## src/rtl/mdio_controller_pkg.sv

```systemverilog
// MDIO controller shared definitions
// Frame layout, opcodes and FSM state encoding
package mdio_controller_pkg;

  localparam logic [1:0] OP_WRITE = 2'b01;
  localparam logic [1:0] OP_READ  = 2'b10;
  localparam logic [1:0] ST_CL22  = 2'b01;
  localparam logic [1:0] TA_WRITE = 2'b10;

  localparam int ST_MSB    = 31;
  localparam int ST_LSB    = 30;
  localparam int OP_MSB    = 29;
  localparam int OP_LSB    = 28;
  localparam int PHYAD_MSB = 27;
  localparam int PHYAD_LSB = 23;
  localparam int REGAD_MSB = 22;
  localparam int REGAD_LSB = 18;
  localparam int TA_MSB    = 17;
  localparam int TA_LSB    = 16;
  localparam int DATA_MSB  = 15;
  localparam int DATA_LSB  = 0;

  // last bit index still driven on a read frame
  localparam logic [4:0] RD_OE_LAST = 5'd18;
  // first bit index captured on a read frame
  localparam logic [4:0] RD_CAP_TOP = 5'd15;

  typedef enum logic [1:0] {
    S_IDLE,
    S_PRE,
    S_FRAME,
    S_DONE
  } mdio_state_t;

  function automatic logic is_read(input logic [31:0] f);
    return f[OP_MSB:OP_LSB] == OP_READ;
  endfunction

endpackage

```

## src/rtl/mdio_controller_if.sv

```systemverilog
// MDIO controller bundle: host request/response and MDIO pins
// slave = controller side, master = host/PHY side
interface mdio_controller_if;
  logic        MDIO_START;
  logic [31:0] T_DATA;
  logic        MDIO_IN;
  logic        MDC;
  logic        MDIO_OUT;
  logic        MDIO_OE;
  logic [15:0] RD_DATA;
  logic        DATA_RDY;
  logic        MDIO_DONE;
  logic        BUSY;

  modport slave (
    input  MDIO_START, T_DATA, MDIO_IN,
    output MDC, MDIO_OUT, MDIO_OE,
    output RD_DATA, DATA_RDY, MDIO_DONE, BUSY
  );

  modport master (
    output MDIO_START, T_DATA, MDIO_IN,
    input  MDC, MDIO_OUT, MDIO_OE,
    input  RD_DATA, DATA_RDY, MDIO_DONE, BUSY
  );
endinterface

```

## src/rtl/mdio_controller_mdc_gen.sv

```systemverilog
// MDC generator: half-period counter and bit-window strobes
// Held at window start (MDC low) while disabled
module mdio_mdc_gen #(
  parameter int DIV_HALF = 1
) (
  input  logic CLK,
  input  logic RESET,
  input  logic i_en,
  output logic o_mdc,
  output logic o_bit_start,
  output logic o_bit_sample
);

  localparam int CW = (DIV_HALF > 1) ? $clog2(DIV_HALF) : 1;
  localparam logic [CW-1:0] LAST = CW'(DIV_HALF - 1);

  logic [CW-1:0] r_cnt;
  logic          r_phase;

  // count half periods; phase flips at the end of each half
  always_ff @(posedge CLK) begin
    if (RESET || !i_en) begin
      r_cnt   <= '0;
      r_phase <= 1'b0;
    end else if (r_cnt == LAST) begin
      r_cnt   <= '0;
      r_phase <= ~r_phase;
    end else begin
      r_cnt <= r_cnt + CW'(1);
    end
  end

  assign o_mdc        = r_phase;
  assign o_bit_start  = i_en && !r_phase && (r_cnt == '0);
  assign o_bit_sample = i_en && r_phase && (r_cnt == LAST);

endmodule

```

## src/rtl/mdio_controller.sv

```systemverilog
// MDIO station-management controller
// Preamble + 32-bit frame out, 16-bit read capture
module mdio_controller
  import mdio_controller_pkg::*;
#(
  parameter int PRE_LEN  = 32,
  parameter int DIV_HALF = 1
) (
  input logic              CLK,
  input logic              RESET,
  mdio_controller_if.slave bus
);

  localparam int PW = (PRE_LEN > 1) ? $clog2(PRE_LEN) : 1;

  mdio_state_t r_state;
  logic [31:0] r_shift;
  logic        r_rd;
  logic [4:0]  r_bit;
  logic [PW-1:0] r_pre;
  logic [15:0] r_stage;
  logic [15:0] r_rd_data;
  logic        r_out;
  logic        r_oe;
  logic        r_busy;
  logic        r_done;
  logic        r_rdy;

  logic        w_en;
  logic        w_mdc;
  logic        w_bit_start;
  logic        w_sample;
  logic [4:0]  w_nbit;
  logic        w_noe;
  logic [15:0] w_stage_nx;

  assign w_en       = (r_state == S_PRE) || (r_state == S_FRAME);
  assign w_nbit     = r_bit - 5'd1;
  assign w_noe      = !r_rd || (w_nbit >= RD_OE_LAST);
  assign w_stage_nx = {r_stage[14:0], bus.MDIO_IN};

  mdio_mdc_gen #(
    .DIV_HALF (DIV_HALF)
  ) u_mdc (
    .CLK          (CLK),
    .RESET        (RESET),
    .i_en         (w_en),
    .o_mdc        (w_mdc),
    .o_bit_start  (w_bit_start),
    .o_bit_sample (w_sample)
  );

  // frame FSM; all pin and status outputs are registered here
  always_ff @(posedge CLK) begin
    if (RESET) begin
      r_state   <= S_IDLE;
      r_shift   <= '0;
      r_rd      <= 1'b0;
      r_bit     <= '0;
      r_pre     <= '0;
      r_stage   <= '0;
      r_rd_data <= '0;
      r_out     <= 1'b0;
      r_oe      <= 1'b0;
      r_busy    <= 1'b0;
      r_done    <= 1'b0;
      r_rdy     <= 1'b0;
    end else begin
      unique case (r_state)
        S_IDLE: begin
          if (bus.MDIO_START) begin
            r_shift <= bus.T_DATA;
            r_rd    <= is_read(bus.T_DATA);
            r_busy  <= 1'b1;
            r_oe    <= 1'b1;
            r_bit   <= 5'd31;
            r_stage <= '0;
            if (PRE_LEN != 0) begin
              r_state <= S_PRE;
              r_out   <= 1'b1;
              r_pre   <= PW'(PRE_LEN - 1);
            end else begin
              r_state <= S_FRAME;
              r_out   <= bus.T_DATA[31];
            end
          end
        end
        S_PRE: begin
          if (w_sample) begin
            if (r_pre == '0) begin
              r_state <= S_FRAME;
              r_out   <= r_shift[31];
            end else begin
              r_pre <= r_pre - PW'(1);
            end
          end
        end
        S_FRAME: begin
          if (w_sample) begin
            if (r_rd && (r_bit <= RD_CAP_TOP))
              r_stage <= w_stage_nx;
            if (r_bit == 5'd0) begin
              r_state <= S_DONE;
              r_busy  <= 1'b0;
              r_oe    <= 1'b0;
              r_out   <= 1'b0;
              r_done  <= 1'b1;
              if (r_rd) begin
                r_rd_data <= w_stage_nx;
                r_rdy     <= 1'b1;
              end
            end else begin
              r_bit   <= w_nbit;
              r_shift <= {r_shift[30:0], 1'b0};
              r_oe    <= w_noe;
              r_out   <= w_noe & r_shift[30];
            end
          end
        end
        S_DONE: begin
          r_state <= S_IDLE;
          r_done  <= 1'b0;
          r_rdy   <= 1'b0;
        end
        default: r_state <= S_IDLE;
      endcase
    end
  end

  // a bit window always opens with MDC low
  always_ff @(posedge CLK) begin
    if (!RESET && w_bit_start)
      assert (!w_mdc);
  end

  assign bus.MDC       = w_mdc;
  assign bus.MDIO_OUT  = r_out;
  assign bus.MDIO_OE   = r_oe;
  assign bus.RD_DATA   = r_rd_data;
  assign bus.DATA_RDY  = r_rdy;
  assign bus.MDIO_DONE = r_done;
  assign bus.BUSY      = r_busy;

endmodule
```

## src/flat_wrapper.sv

```systemverilog
// flat-port wrapper written by rule: the top's interface ports become plain ports
module mdio_controller_flat import mdio_controller_pkg::*;
#(
  parameter int PRE_LEN  = 32,
  parameter int DIV_HALF = 1
)
  (CLK, RESET, bus_MDIO_START, bus_T_DATA, bus_MDIO_IN, bus_MDC, bus_MDIO_OUT, bus_MDIO_OE, bus_RD_DATA, bus_DATA_RDY, bus_MDIO_DONE, bus_BUSY);
  mdio_controller_if bus_i ();
  input logic CLK;
  input logic RESET;
  input wire logic [$bits(bus_i.MDIO_START)-1:0] bus_MDIO_START;
  input wire logic [$bits(bus_i.T_DATA)-1:0] bus_T_DATA;
  input wire logic [$bits(bus_i.MDIO_IN)-1:0] bus_MDIO_IN;
  output wire logic [$bits(bus_i.MDC)-1:0] bus_MDC;
  output wire logic [$bits(bus_i.MDIO_OUT)-1:0] bus_MDIO_OUT;
  output wire logic [$bits(bus_i.MDIO_OE)-1:0] bus_MDIO_OE;
  output wire logic [$bits(bus_i.RD_DATA)-1:0] bus_RD_DATA;
  output wire logic [$bits(bus_i.DATA_RDY)-1:0] bus_DATA_RDY;
  output wire logic [$bits(bus_i.MDIO_DONE)-1:0] bus_MDIO_DONE;
  output wire logic [$bits(bus_i.BUSY)-1:0] bus_BUSY;
  assign bus_i.MDIO_START = bus_MDIO_START;
  assign bus_i.T_DATA = bus_T_DATA;
  assign bus_i.MDIO_IN = bus_MDIO_IN;
  assign bus_MDC = bus_i.MDC;
  assign bus_MDIO_OUT = bus_i.MDIO_OUT;
  assign bus_MDIO_OE = bus_i.MDIO_OE;
  assign bus_RD_DATA = bus_i.RD_DATA;
  assign bus_DATA_RDY = bus_i.DATA_RDY;
  assign bus_MDIO_DONE = bus_i.MDIO_DONE;
  assign bus_BUSY = bus_i.BUSY;
  mdio_controller #(.PRE_LEN(PRE_LEN), .DIV_HALF(DIV_HALF)) u_core (.CLK(CLK), .RESET(RESET), .bus(bus_i));
endmodule
```

## config.mk

```make
export PLATFORM = sky130hd
export DESIGN_NAME = mdio_controller_flat
export DESIGN_NICKNAME = d
export VERILOG_FILES = /design/src/rtl/mdio_controller_pkg.sv /design/src/rtl/mdio_controller_if.sv /design/src/rtl/mdio_controller_mdc_gen.sv /design/src/rtl/mdio_controller.sv /design/src/flat_wrapper.sv
export SDC_FILE = /design/constraint.sdc
export NUM_CORES = 1
export LEC_CHECK = 0
export ABC_AREA = 1
export ABC_CLOCK_PERIOD_IN_PS = 2700
export CORE_MARGIN = 1.5
export CORE_UTILIZATION = 51
export DETAILED_ROUTE_END_ITERATION = 8
export GPL_TIMING_DRIVEN = 0
export PLACE_DENSITY = 0.76
export SETUP_SLACK_MARGIN = 0.5
export SYNTH_ARGS = -nofsm -noshare
export SYNTH_HDL_FRONTEND = slang
export SYNTH_SLANG_ARGS = --single-unit
```

## constraint.sdc

```tcl
create_clock -name CLK -period 2.7 [get_ports CLK]
set_input_delay 0.54 -clock CLK [delete_from_list [all_inputs] [get_ports CLK]]
set_output_delay 0.54 -clock CLK [all_outputs]
set_load 0.01 [all_outputs]
```

==> summary.md, run 1 <==
| Metric | Value |
|---|---|
| Core footprint | about 7300 um2 |
| Pwr dens | 1003 nW/um2 |
| Filler cell count | 690 |
| Fin crit period | a little over 2 ns |
| Outcome | complete, no violations |
| Ant diodes | 0 |
| Post-synth EDFFs | 0 |
| Leading register cell type out of synthesis | dfxtp_1 |
| Final Util | 64.55% |
| Drc violations | 0 |
| Worst setup EP type | flip-flop |
| Synth Register Bits | 83 |
| Worst skew pair latency | about 0.36 ns |
| Dpl ws | ~0.47 ns |
| PortBufs | between 50 and 60 |
| I/O pins | 58 |
| Worst EP required | between 2 and 3 ns |
| VDD IR max | between 0.0004 and 0.0005 V |
| Clock Skew | 0.01284 ns |
| Area leader, netlist | dfxtp_1 |
| Die height | roughly 90 um |
| WL/cell | about 12 um |
| RSZ-0062 raised after global routing | no |
| Slew HR | between 60 and 70% |
| Cells after synthesis | between 500 and 600 |
| Num CTS Buffers | 9 |
| TNS Setup | 0 ns |
| Part of the cycle the worst path needs | approximately three quarters |
| CP max FO | 10 |
| Dpl hpwl | between 6000 and 7000 um |
| Hold WC Path Type | flip-flop to flip-flop |
| Leakage | slightly below 2 nW |
| Via count | approximately 3700 |
| # Max-Cap Violations | 0 |
| Area delta synth->final | 22.65% |
| Post-CTS Setup Inserts | 0 |
| Hold WS | 0.4582 ns |
| Largest cells by area after synthesis | dfxtp_1 (44%), nand2_1 (16%), nor2_1 (7.5%), a21oi_1 (5.9%), nand3_1 (5.6%) |
| Total GRT Usage | 23.36% |
| Bufs and invs on worst path | 2 |
| Rows | 31 |
| CTS H-tree depth | 3 |
| Sequential area share after synthesis | between 40% and 50% |
| First-pass GRT wire length | 14790 um |
| GR peak layer | met2 |
| Starting Density | between 50% and 60% |
| Syn Std Cell Area | around 3800 um2 |
| Die ar. | between 8000 and 9000 um2 |
| Setup WS post-layout | approximately 0.65 ns |
| Type of the worst setup path | flip-flop to flip-flop |
| CTS resizes | 0 |
| Critical path cell sequence | inv_1, ha_2, nand3b_4, nand2_2, nand2_4, nor2_2, nand2_2, buf_4, nor2_1, nor2_1 |
| Most instantiated cells after synthesis | nand2_1 (166), dfxtp_1 (83), nor2_1 (76) |
| Met1 global-route usage | about 28% |
| Syn Area/Cell | 6.966 um2 |
| Max clock buf depth | 2 |
| Hold Violations, Final | 0 |
| CTS root buf | clkbuf_8 |
| Grt total ovfl | 0 |
| Post-synth ARST share | 0% |
| Layout cells sized above 1 | roughly 8.1% |
| Delay-heaviest family, CP | simple AND/OR/NAND/NOR gates |
| Worst path arrival time | 2.30 ns |
| Most frequent cell after synthesis | nand2_1 |
| Hold buffers post-CTS | 0 |
| Max-slew violation count | 0 |
| Synth Warn # | 0 |
| Vias in the first global route | 3510 |
| Final setup viols | 0 |
| CP max stage cell | dfxtp_1 |
| Antenna violations before repair | 0 |
| GR met3 Demand/Resource | 3.139% |
| Die W | a little under 90 um |
| Drt pass-1 iters | 4 |
| Final Wtd Congestion | between 0.8 and 0.9 |
| CTS tree | done |
| Yosys top cell area share | a little over two fifths |
| Post-synthesis net count | about 600 |
| 1st-iter DRT viols | 183 |
| Met2 Resource Use GR | 42.31% |
| Worst-path clk slew | ~0.090 ns |
| Worst Max-Slew Pin Slew | roughly 0.54 ns |
| Routed vias/inst | 5.110 |
| CP max stage delay | 0.39 ns |
| Layout Nets | 660 |
| Fmax | between 400 and 500 MHz |
| Routed Antenna Nets | 0 |
| Number of clock sinks | slightly above 80 |
| Synth unique cells | 33 |
| Largest net degree at the start of global routing | 16 |
| Routed WL | around 9000 um |
| Startpoint types | flip-flop |
final cells by class:
type / count / area [um2] / area share, %
inverter: 27 / 103.9 / 2.218
tap: 99 / 123.9 / 2.646
timing repair buffer: 56 / 560.5 / 11.97
clock buffer: 9 / 123.9 / 2.646
clock inverter: 7 / 53.80 / 1.149
multi-input combinational: 409 / 1901 / 40.59
sequential: 83 / 1662 / 35.49
buffer: 29 / 153.9 / 3.287
power breakdown:
| part | leakage, nW | internal (mW) | switching, mW |
|---|---|---|---|
| clock | 0.0818 | 0.338 | 0.473 |
| combinational | 1.21 | 0.778 | 1.42 |
| sequential | 0.681 | 1.51 | 0.172 |
state kept, by name (all words and copies together), names as in the netlist:
register,count
u_core.bus.DATA_RDY,1
u_core.r_bit,5
u_core.r_shift,32
u_core.bus.MDIO_OE,1
u_core.r_pre,5
u_core.bus.MDIO_DONE,1
u_core.u_mdc.r_cnt,1
u_core.bus.BUSY,1
u_core.bus.MDIO_OUT,1
u_core.r_state,2
u_core.r_stage,15
u_core.bus.RD_DATA,16
u_core.r_rd,1
u_core.u_mdc.o_mdc,1
layout by cell type (no fill, tap or decap), types with 2 or more instances in the layout:
cell	synthesis	final
a211oi_1	3	3
a21oi_1	45	45
buf_2	5	5
buf_4	4	4
buf_6	3	3
clkbuf_1	15	15
clkbuf_8	0	9
clkdlybuf4s50_1	0	56
clkinv_4	0	2
clkinvlp_4	0	3
dfxtp_1	83	83
ha_1	9	8
inv_1	23	23
inv_2	3	3
nand2_1	166	166
nand2_2	6	6
nand2_4	2	2
nand3_1	43	43
nand3_2	2	2
nor2_1	76	76
nor3_1	4	4
o21ai_0	38	38
o21ai_1	2	2
or2_2	2	2
xor2_1	2	2
metal layers:
metal  share of wire (%)  up-vias
met2                  50       69
met3                 3.5       13
met5                   0        -
li1                    -     1891
met1                  45     1701
met4                 1.2        0
per-stage QoR:
stage | std cells | area [um2] | power, mW
final | 719 | 4682 | 4.695
after global routing | 719 | 4682 | 5.105
after CTS | 719 | 4679 | 4.697
after detailed placement | 703 | 4502 | 3.881
after global placement | 703 | 4502 | 3.789
after floorplan | 548 | 3817 | 3.316
worst reg2reg max path: stages, from the launching register on:
cell,delay [ns]
dfxtp_1,0.39
inv_1,0.08
ha_2,0.38
nand3b_4,0.13
nand2_2,0.12
nand2_4,0.11
nor2_2,0.20
nand2_2,0.16
buf_4,0.21
nor2_1,0.10
nor2_1,0.06
worst paths after layout:
path	slack (ns)	from	cells past startpoint	endpoint
hold reg to reg	0.46	u_core.bus.DATA_RDY	2	u_core.bus.DATA_RDY
setup / recovery	0.65	u_core.r_state[1]	10	u_core.r_shift[21]
hold / removal	0.46	u_core.bus.DATA_RDY	2	u_core.bus.DATA_RDY
setup reg to reg	0.65	u_core.r_state[1]	10	u_core.r_shift[21]
kinds of logic (layout without fill, tap and decap cells):
| logic type | count (synthesis) | after routing | share of synthesized area [%] |
|---|---|---|---|
| AO/OA/AOI/OAI | 91 | 91 | 12.52 |
| XOR/XNOR | 2 | 2 | 0.4589 |
| adder cells (fa/ha/maj) | 9 | 9 | 2.950 |
| buffers and inverters | 56 | 128 | 6.751 |
| flip-flops | 83 | 83 | 43.53 |
| other | 1 | 1 | 0.09823 |
| AND/OR/NAND/NOR | 306 | 306 | 33.69 |
(Power assumes the default switching activity.)
==> inputs of run 2 (changes only) <==
ABC_CLOCK_PERIOD_IN_PS = 1800   (was 2700)
CORE_UTILIZATION = 49   (was 51)
clock period = 1.8 ns   (was 2.7 ns; I/O delays follow)
==> run 2 against run 1 <==
Die area increased by 3.9%. Count of clock-buffer cells in the layout unchanged. First-iteration DRC count up 61%. The flow now finishes with violations (setup timing). Largest power group unchanged.
==> summary.md, run 2 (synthesized netlist as in run 1, its figures left out) <==
| Metric | Value |
|---|---|
| 1st-iter DRT viols | ~300 |
| Vias in the first global route | between 3000 and 4000 |
| Core footprint | about 7600 um2 |
| Critical path cell sequence | inv_4, ha_4, nand3b_4, nand2_4, nand2_8, a21oi_4, buf_12, buf_8, o21ai_2, nor2_1 |
| CP max stage delay | roughly 0.38 ns |
| Startpoint types | flip-flop |
| Part of the cycle the worst path needs | 100.2% |
| Starting Density | 49.92% |
| Antenna violations before repair | 0 |
| Via count | 4091 |
| Largest net degree at the start of global routing | 17 |
| Most frequent cells in the layout | nand2_1 (156), nor2_1 (65), dfxtp_1 (62), nand3_1 (34), clkdlybuf4s50_1 (34) |
| Finished Cell Area | 5558 um2 |
| Layout cells sized above 1 | roughly a third |
| CTS tree | done |
| Worst EP required | roughly 2.1 ns |
| Total GRT Usage | between 20% and 30% |
| Ant diodes | 0 |
| DP Area | 4632 um2 |
| Fin crit period | 1.804 ns |
| Largest register by flop count | u_core.r_shift |
| Layout Nets | about 710 |
| Hold Violations, Final | 0 |
| Pwr dens | ~1700 nW/um2 |
| Leakage | 2.359 nW |
| Num CTS Buffers | 9 |
| Rows | 32 |
| Max FFs per register | 32 |
| Worst setup EP type | flip-flop |
| Number of clock sinks | between 80 and 90 |
| Max clock buf depth | 2 |
| Dpl hpwl | between 6000 and 7000 um |
| Commonest non-fill, non-tap cell in the layout | nand2_1 |
| Final Wtd Congestion | about 0.86 |
| WL/cell | between 10 and 15 um |
| VDD IR max | 0.0009222 V |
| Outcome | finished, violations left |
| Grt total ovfl | 0 |
| Bufs and invs on worst path | 3 |
| CP max stage cell | dfxtp_2 |
| Worst path arrival time | 2.10 ns |
| Routed WL | roughly 11000 um |
| First-pass GRT wire length | about 17000 um |
| I/O pins | 58 |
| Hold buffers post-CTS | 0 |
| Routed vias/inst | roughly 5.3 |
| Area delta synth->final | 45.59% |
| CTS H-tree depth | 3 |
| Routed Antenna Nets | 0 |
| RSZ-0062 raised after global routing | yes |
| Worst-path clk slew | 0.10 ns |
| Setup WS post-layout | -0.003704 ns |
| Die height | slightly above 90 um |
| Type of the worst setup path | flip-flop to flip-flop |
| PortBufs | 56 |
| Delay-heaviest family, CP | simple AND/OR/NAND/NOR gates |
| Die ar. | 8329 um2 |
| Worst Max-Slew Pin Slew | roughly 0.65 ns |
| Slew HR | 56.74% |
| Die W | slightly above 90 um |
| Max-slew violation count | 0 |
| Drt pass-1 iters | 5 |
| Dpl ws | -0.1857 ns |
| Final setup viols | 1 |
| CTS root buf | clkbuf_8 |
| Fmax | ~550 MHz |
| # Max-Cap Violations | 0 |
| Worst skew pair latency | between 0.3 and 0.4 ns |
| Drc violations | 0 |
| CP max FO | 8 |
| Clock Skew | approximately 0.014 ns |
| Failing checks | setup timing |
| Hold WC Path Type | input pin to flip-flop |
run 2: changes by cell type in the layout (fill, tap and decap cells not counted), sizes merged:
cell / before / now
clkdlybuf4s15: 0 / 8
clkbuf: 25 / 29
buf: 13 / 67
inv: 28 / 30
nand2: 174 / 175
clkdlybuf4s50: 56 / 34
clkinv: 3 / 2
clkinvlp: 3 / 2
run 2: cell type report:
| class | count | area, um2 |
|---|---|---|
| tap | 102 | 127.6 |
| timing repair buffer | 100 | 929.6 |
| clock buffer | 9 | 123.9 |
| multi-input combinational | 410 | 2277 |
| buffer | 29 | 236.5 |
| fill | 552 | 2090 |
| clock inverter | 7 | 58.81 |
| inverter | 27 | 111.4 |
| sequential | 83 | 1693 |
run 2: worst reg2reg max path, cell delays in order, from the launching register on:
cell and delay, ns:
dfxtp_2 0.38, inv_4 0.06, ha_4 0.28, nand3b_4 0.12, nand2_4 0.14, nand2_8 0.09
a21oi_4 0.16, buf_12 0.16, buf_8 0.14, o21ai_2 0.05, nor2_1 0.16
run 2: report_power, final:
group,switching (mW),internal [mW]
Sequential,0.322,2.29
Combinational,3.10,2.49
Clock,0.775,0.520
Total,4.19,5.30
run 2: what timing repair did:
item	in CTS	in global routing
setup buffers	21	18
pin swaps	28	39
endpoints found under the hold margin	0	0
resized for setup	136	102
setup endpoints to repair	102	101
gates cloned	3	3
run 2: path summary, 6_finish.rpt:
path	to	depth (start not counted)	from	slack [ns]
max reg2reg	u_core.r_shift[29]	10	u_core.r_state[0]	-0.004
min	u_core.bus.DATA_RDY	2	RESET	0.31
min reg2reg	u_core.bus.RD_DATA[14]	2	u_core.bus.RD_DATA[14]	0.46
max	u_core.r_shift[29]	10	u_core.r_state[0]	-0.004
run 2: metrics by stage:
step                cells  util, %  hold slack [ns]  power [mW]  setup TNS (ns)
floorplan             548        -           0.4321       5.245               0
global placement      706    60.57           0.4474       6.000          -3.560
detailed placement    706    60.57           0.4508       6.122          -5.384
CTS                   746    67.88           0.3087       8.376               0
global route          767    72.68           0.3182       10.08         -0.3029
finish                767    72.68           0.3125       9.497       -0.003704
run 2: metal layers:
layer | up-vias | routed length (um) | GRT usage [%]
met5 | - | 0 | 0
met4 | 0 | 342 | 8.333
met3 | 42 | 624 | 3.266
met2 | 155 | 5478 | 44.22
met1 | 1906 | 4823 | 31.25
li1 | 1988 | - | -
==> inputs of run 3 (changes only) <==
CORE_UTILIZATION = 35   (was 49)
CTS_BUF_LIST = sky130_fd_sc_hd__clkbuf_8   (was default)
PLACE_DENSITY = default   (was 0.76)
==> run 3 against run 2 <==
The run now ends clean. First-iteration DRC count down 40%. Count of clock-buffer cells in the layout unchanged. Global-route usage down 5.7 points. Sequential power about the same. Largest cell class unchanged. Highest routed layer unchanged.
==> summary.md, run 3 (synthesized netlist as in run 1, its figures left out) <==
| Metric | Value |
|---|---|
| Outcome | complete, no violations |
| Dpl hpwl | roughly 6800 um |
| Ant diodes | 0 |
| Via count | around 4000 |
| Sequential Power Share | between 20% and 30% |
| R2R setup slack | between 0.05 and 0.06 ns |
| Comb pwr share | 58.5% |
| Layout Nets | about 710 |
| Delay-heaviest family, CP | simple AND/OR/NAND/NOR gates |
| Num CTS Buffers | 9 |
| Non-Filler Instances | 801 |
| Hold WS | between 0.3 and 0.4 ns |
| Rows | 37 |
| CP max stage cell | dfxtp_4 |
| 1st-iter DRT viols | 176 |
| Total GRT Usage | about a fifth |
| Total power | between 10 and 15 mW |
| CTS root buf | clkbuf_8 |
| Largest net degree at the start of global routing | 15 |
| GR peak layer | met2 |
| Dpl ws | -0.1899 ns |
| Largest register by flop count | u_core.r_shift |
| Met2 Resource Use GR | a little under a third |
| Layout cells sized above 1 | 37.44% |
| First-pass GRT wire length | between 15000 and 20000 um |
| Die height | between 100 and 150 um |
| Fmax | 572.3 MHz |
| Hold buffers post-CTS | 0 |
| Startpoint types | flip-flop |
| Leakage | around 2.4 nW |
| Die W | between 100 and 150 um |
| Hold WC Path Type | input pin to flip-flop |
| Fin crit period | roughly 1.7 ns |
| Most frequent cells in the layout | nand2_1 (154), dfxtp_1 (58), nor2_1 (44), clkdlybuf4s50_1 (34), nand3_1 (32) |
| Clock Skew | 0.01341 ns |
| Worst-path clk slew | about 0.09 ns |
| Routed WL | approximately 11000 um |
| PortBufs | 56 |
| Final Wtd Congestion | a little over 0.8 |
| Critical path cell sequence | inv_4, ha_4, nand3b_4, nand2_4, nand2_8, nor2_4, nand2_4, buf_8, nor2_1, nor2_1 |
| Power Internal | roughly 5.8 mW |
| Max-slew violation count | 0 |
| Hold Violations, Final | 0 |
| Cell count after placement | 740 |
| Fraction of power spent switching nets | 42.82% |
| Bufs and invs on worst path | 2 |
| Setup WS post-layout | about 0.053 ns |
| RSZ-0062 raised after global routing | yes |
| Met1 global-route usage | 25.55% |
| Clock power frac | 16.0% |
| Max clock buf depth | 2 |
| Die ar. | about 12000 um2 |
| Number of clock sinks | just over 80 |
| Area delta synth->final | 54.51% |
| Worst Max-Slew Pin Slew | about 0.68 ns |
| GR met3 Demand/Resource | about 3.6% |
| Grt total ovfl | 0 |
| Final setup viols | 0 |
| Vias in the first global route | 3689 |
| Final Util | 56.37% |
| # Max-Cap Violations | 0 |
| Commonest non-fill, non-tap cell in the layout | nand2_1 |
| Type of the worst setup path | flip-flop to flip-flop |
| CP max FO | 6 |
| Worst EP required | 2.04 ns |
| Drt pass-1 iters | 5 |
| CTS tree | done |
| Sw Pwr | roughly 4.4 mW |
| Core footprint | between 10000 and 15000 um2 |
| Antenna violations before repair | 0 |
| Part of the cycle the worst path needs | 97.08% |
| Filler cell count | just under 1000 |
| CTS H-tree depth | 3 |
| Routed Antenna Nets | 0 |
| Worst setup EP type | flip-flop |
| Starting Density | about 36% |
| Slew HR | ~55% |
| CP max stage delay | between 0.3 and 0.4 ns |
| VDD IR max | slightly below 0.0007 V |
| Pwr dens | about 1700 nW/um2 |
| Routed vias/inst | around 4.9 |
| Worst skew pair latency | approximately 0.36 ns |
| WL/cell | about 14 um |
| Max FFs per register | 32 |
| Worst path arrival time | 1.99 ns |
| Drc violations | 0 |
| I/O pins | just under 60 |
run 3: cell types whose count changed in the layout (fill, tap and decap cells not counted), moves of 4 or more:
cell	change
o21ai_2	-4
buf_6	+6
nor2_4	+15
nor2_1	-21
buf_4	-6
dfxtp_1	-4
o21ai_0	+7
clkbuf_2	-5
nor2_2	+6
run 3: routing by layer:
layer / vias up / wire [um]
li1: 1991 / -
met1: 1888 / 5154
met3: 10 / 381
met4: 0 / 132
met5: - / 0
met2: 69 / 5341
run 3: per-stage QoR:
step,TNS [ns],area (um2)
global route,-0.006278,5898
finish,0,5898
CTS,0,5552
global placement,-4.416,4674
floorplan,0,3944
detailed placement,-4.556,4674
run 3: final timing paths:
| kind | endpoint | cells past startpoint | from |
|---|---|---|---|
| hold / removal | u_core.bus.DATA_RDY | 2 | RESET |
| hold reg to reg | u_core.bus.RD_DATA[2] | 2 | u_core.bus.RD_DATA[2] |
| setup reg to reg | u_core.r_shift[8] | 10 | u_core.r_state[1] |
| setup / recovery | u_core.r_shift[8] | 10 | u_core.r_state[1] |
run 3: what timing repair did:
action | in CTS | in global routing
cloned | 8 | 1
buffers inserted | 26 | 10
setup endpoints to repair | 102 | 99
gates resized for setup | 166 | 127
pin swaps | 13 | 36
run 3: area by class of cell:
class	count	area [um2]	area share (%)
well taps	136	170.2	2.885
multi-input cells	410	2457	41.66
plain buffers	29	231.5	3.924
inverters	27	116.4	1.973
repair buffers	100	982.2	16.65
clock buffers	9	123.9	2.100
clock inverters	7	116.4	1.973
flip-flops and latches	83	1700	28.83
run 3: power groups by stage:
stage	clock network (mW)	registers, mW	logic (mW)
floorplan	0	2.52	2.72
global placement	0	2.56	3.50
detailed placement	0	2.58	3.56
CTS	1.66	2.56	4.95
global route	1.74	2.67	6.46
finish	1.63	2.61	5.97
==> RTL change 1, RTL diff (flow settings as in run 3) <==
Encoding of `mdio_state_t`: now one-hot (4 bits for 4 states).
--- a/src/rtl/mdio_controller_pkg.sv
+++ b/src/rtl/mdio_controller_pkg.sv
@@ -27,7 +27,7 @@
 
-  typedef enum logic [1:0] {
-    S_IDLE,
-    S_PRE,
-    S_FRAME,
-    S_DONE
+  typedef enum logic [3:0] {
+    S_IDLE  = 4'b0001,
+    S_PRE   = 4'b0010,
+    S_FRAME = 4'b0100,
+    S_DONE  = 4'b1000
   } mdio_state_t;
Formal check against the unedited RTL: no difference found for any inputs over 10 cycles, from zero or initial values and one cycle with RESET high; not proved beyond that.
==> RTL change 1 against run 3 <==
Final area fell by 3.9%; power fell by 29%; worst setup slack better by 0.15 ns; synthesized area grew 2.9%; sequential cell count rose by 2; wire length down 1.5%; final cell count grew 4.2%.
==> RTL change 1: results (changes against run 3) <==
[status]
status=completed

[placed_design]
gp_congestion=0.824  ; about the same

[power]
power_density_nw_per_um2=1280  ; -26%
ir_drop_mv=0.597  ; -12%
leakage_nw=2.64  ; +9.3%
p_sw_mw=2.80  ; -36%
p_clk_frac=0.181  ; +0.021

[global_routing]
grt_pass1_vias=3723  ; +0.92%
grt_usage=0.188  ; -0.00530
grt_pass1_wl_um=17300  ; -2.6%

[layout]
utilization=0.520  ; -0.0433
buf_share=0.205  ; -0.000647
n_fill_cell=1049  ; +7.8%
nNonClkBuffers=126  ; -2.3%
stdcell_count=835  ; +4.2%
multi_input_area_share=0.399  ; -0.0174

[logic_synthesis]
syn-num-nets=624  ; +5.2%
synthCells=583  ; +6.4%

[detailed_routing]
vias=3975  ; +0.43%
drtIter0Drc=158  ; -10%

[hold_path]
hold_end=u_core.r_pre[4]

[clocking]
cts_sinks=85  ; +2.4%

[timing]
fin_hold_ws_ns=0.327  ; +0.00294 ns
tightestPinTransition_ns=0.574  ; -0.107 ns

[worst_setup_path]
rrSetupSlack_ns=0.21  ; +0.15 ns
path_max_fanout=10  ; +4
r2r-start=u_core.r_bit[1]

==> RTL change 1: changes by cell type after synthesis, moves of 4 or more <==
cell | run 3 | this run
buf_4 | 4 | 8
inv_1 | 23 | 27
nand2_1 | 166 | 159
clkbuf_1 | 15 | 11
o21ai_0 | 38 | 57
a21oi_1 | 45 | 14
nand3_1 | 43 | 30
nor2_1 | 76 | 140
ha_1 | 9 | 5
==> RTL change 1: cells by family after synthesis <==
| family | synth area share |
|---|---|
| xor gates and xnor gates | 0.00446 |
| adders and majority gates | 0.0159 |
| other | 0.000954 |
| and+or+nand+nor | 0.366 |
| DFF | 0.433 |
| buffers and inverters | 0.0716 |
| AOI/OAI and AO/OA | 0.108 |
==> RTL change 1: repair_timing <==
item | 4_1_cts | 5_1_grt
endpoints found under the setup margin | 104 | 103
gates resized for setup | 155 | 97
endpoints found under the hold margin | 0 | 0
buffers inserted | 24 | 11
gates cloned | 5 | 1
pin swaps | 17 | 20
==> RTL change 1: how the worst max path moves through the flow <==
stage / from / endpoint / depth (start not counted) / slack (ns)
detailed placement: bus_MDIO_START / u_core.r_shift[25] / 9 / -0.30
finish: u_core.r_bit[1] / u_core.bus.RD_DATA[11] / 10 / 0.21
global placement: bus_MDIO_START / u_core.r_shift[25] / 9 / -0.27
CTS: u_core.r_bit[1] / u_core.bus.RD_DATA[9] / 10 / 0.27
floorplan: u_core.r_bit[1] / u_core.bus.RD_DATA[10] / 10 / 0.34
global route: u_core.r_bit[1] / u_core.bus.MDIO_OE / 10 / 0.11
==> RTL change 1: layer usage <==
metal	track usage	vias to the layer above	part of all wire
met5	0	-	0
met4	0.0536	0	0.016
met3	0.0478	14	0.044
met2	0.316	86	0.48
met1	0.238	1820	0.46
li1	-	2055	-
==> RTL change 2, RTL diff (config.mk and constraints of run 3) <==
Without the edit above. `PRE_LEN` is set to 32 in 2 places; all go to 64.
--- a/src/rtl/mdio_controller.sv
+++ b/src/rtl/mdio_controller.sv
@@ -5,3 +5,3 @@
 #(
-  parameter int PRE_LEN  = 32,
+  parameter int PRE_LEN  = 64,
   parameter int DIV_HALF = 1
--- a/src/flat_wrapper.sv
+++ b/src/flat_wrapper.sv
@@ -3,3 +3,3 @@
 #(
-  parameter int PRE_LEN  = 32,
+  parameter int PRE_LEN  = 64,
   parameter int DIV_HALF = 1
Check against the original RTL: same outputs for any inputs over 10 cycles, from zero or initial values and one cycle with RESET high; that may be too few to reach the edited logic, so the function may still have changed.
==> RTL change 2 against run 3 <==
Final area grew 3.8%; wire length increased by 2.3%; synthesized area grew 1.8%; via count increased by 3.2%; clock power fell by 18%; first-iteration DRC count is 4.5% higher; combinational power down 12%; sequential cell count increased by 1; global-route usage shrank 0.67 points; worst setup slack got worse by 0.0085 ns; sequential share of layout area is 0.81 points lower; power down 9.7%; critical path depth unchanged; non-clock buffer count is 12 higher; critical endpoint is now u_core.r_shift[6]; largest cell class unchanged.
==> RTL change 2: results (changes against run 3) <==
[clocking]
cts_resized=188  ; +13%
cts_setup_buffers=31  ; +19%

[power]
powerSeq_mw=2.65  ; +2%
ir_drop_mv=0.732  ; +8.0%
power_clock_mw=1.33  ; -18%
leakage_nw=2.58  ; +6.8%
swShare=0.434  ; +0.00612
power_density_nw_per_um2=1510  ; -13%

[global_routing]
grt_pass1_vias=3699  ; +0.27%
grt_usage=0.187  ; -0.00673
grt_pass1_wl_um=17400  ; -2.4%
gr-usage-met2=0.309  ; -0.0106
grt_max_degree=18  ; +3

[detailed_routing]
routed_wl_um=11300  ; +2.3%
drt-pass1-iter-count=4  ; -1
wl_met2_um=5540  ; +3.7%

[status]
status=completed

[logic_synthesis]
synth_xor_area_frac=0.00451  ; -0.0000813
netlist_top_cells_area=dfxtp_1 43%, nand2_1 16%, nor2_1 7.0%, nand3_1 6.6%, a21oi_1 5.9%
syn-num-nets=604  ; +1.9%
synthAdderAreaFrac=0.0258  ; -0.00374
ys_seq_area_frac=0.433  ; -0.00256
synth_common_cells=162 x nand2_1, 84 x dfxtp_1, 72 x nor2_1, 51 x nand3_1, 46 x a21oi_1

[placed_design]
hpwl_um=6640  ; -2.9%
placed_area_um2=4750  ; +1.7%
gp_congestion=0.815  ; -1.1%

[timing]
finClkSkew_ns=0.0208  ; +0.00740 ns
slew_headroom=0.464  ; -0.0825

[layout]
fin_nets=727  ; +3.1%
drive_above_1_share=0.435  ; +0.0602

==> RTL change 2: cell count changes after synthesis, moves of 2 or more <==
cell	delta
nand4_1	+5
nand3_1	+8
nor2_1	-4
nor2_2	+2
inv_1	+8
nand2_1	-4
nand2_4	-2
==> RTL change 2: final timing paths <==
check,start,endpoint,slack (ns),cells past startpoint
max,u_core.r_state[0],u_core.r_shift[6],0.04,10
min,RESET,u_core.r_bit[0],0.46,2
max reg2reg,u_core.r_state[0],u_core.r_shift[6],0.04,10
min reg2reg,u_core.bus.RD_DATA[0],u_core.bus.RD_DATA[0],0.47,2
==> RTL change 2: layout make-up <==
cell class / count / area (µm²)
fill: 1018 / 4720
multi-input combinational: 413 / 2650
sequential: 84 / 1720
timing repair buffer: 112 / 988
buffer: 29 / 262
tap: 140 / 175
inverter: 34 / 141
clock buffer: 9 / 124
clock inverter: 7 / 68.8
==> RTL change 2: cell families after synthesis <==
group / count (synthesis)
compound gates: 92
xor+xnor: 2
fa+ha+maj: 8
buf+inv: 63
flops: 84
other cells: 1
simple gates: 310
==> RTL change 2: stage by stage <==
stage / hold WS, ns / cells / worst slack, ns
5_1_grt: 0.481 / 828 / -0.0193
3_3_place_gp: 0.448 / 756 / -0.179
2_1_floorplan: 0.434 / 560 / 0.203
6_report: 0.459 / 828 / 0.0441
3_5_place_dp: 0.451 / 756 / -0.186
4_1_cts: 0.464 / 807 / 0.101
==> RTL change 2: critical path, cell delays in order (launching register included) <==
cell and delay (ns):
dfxtp_2 0.36, inv_4 0.05, ha_4 0.28, nand3_4 0.11, a21oi_4 0.21, nand2_2 0.12, nor2_4 0.11, buf_12 0.15
buf_12 0.17, nor2_1 0.06, nor2_1 0.07
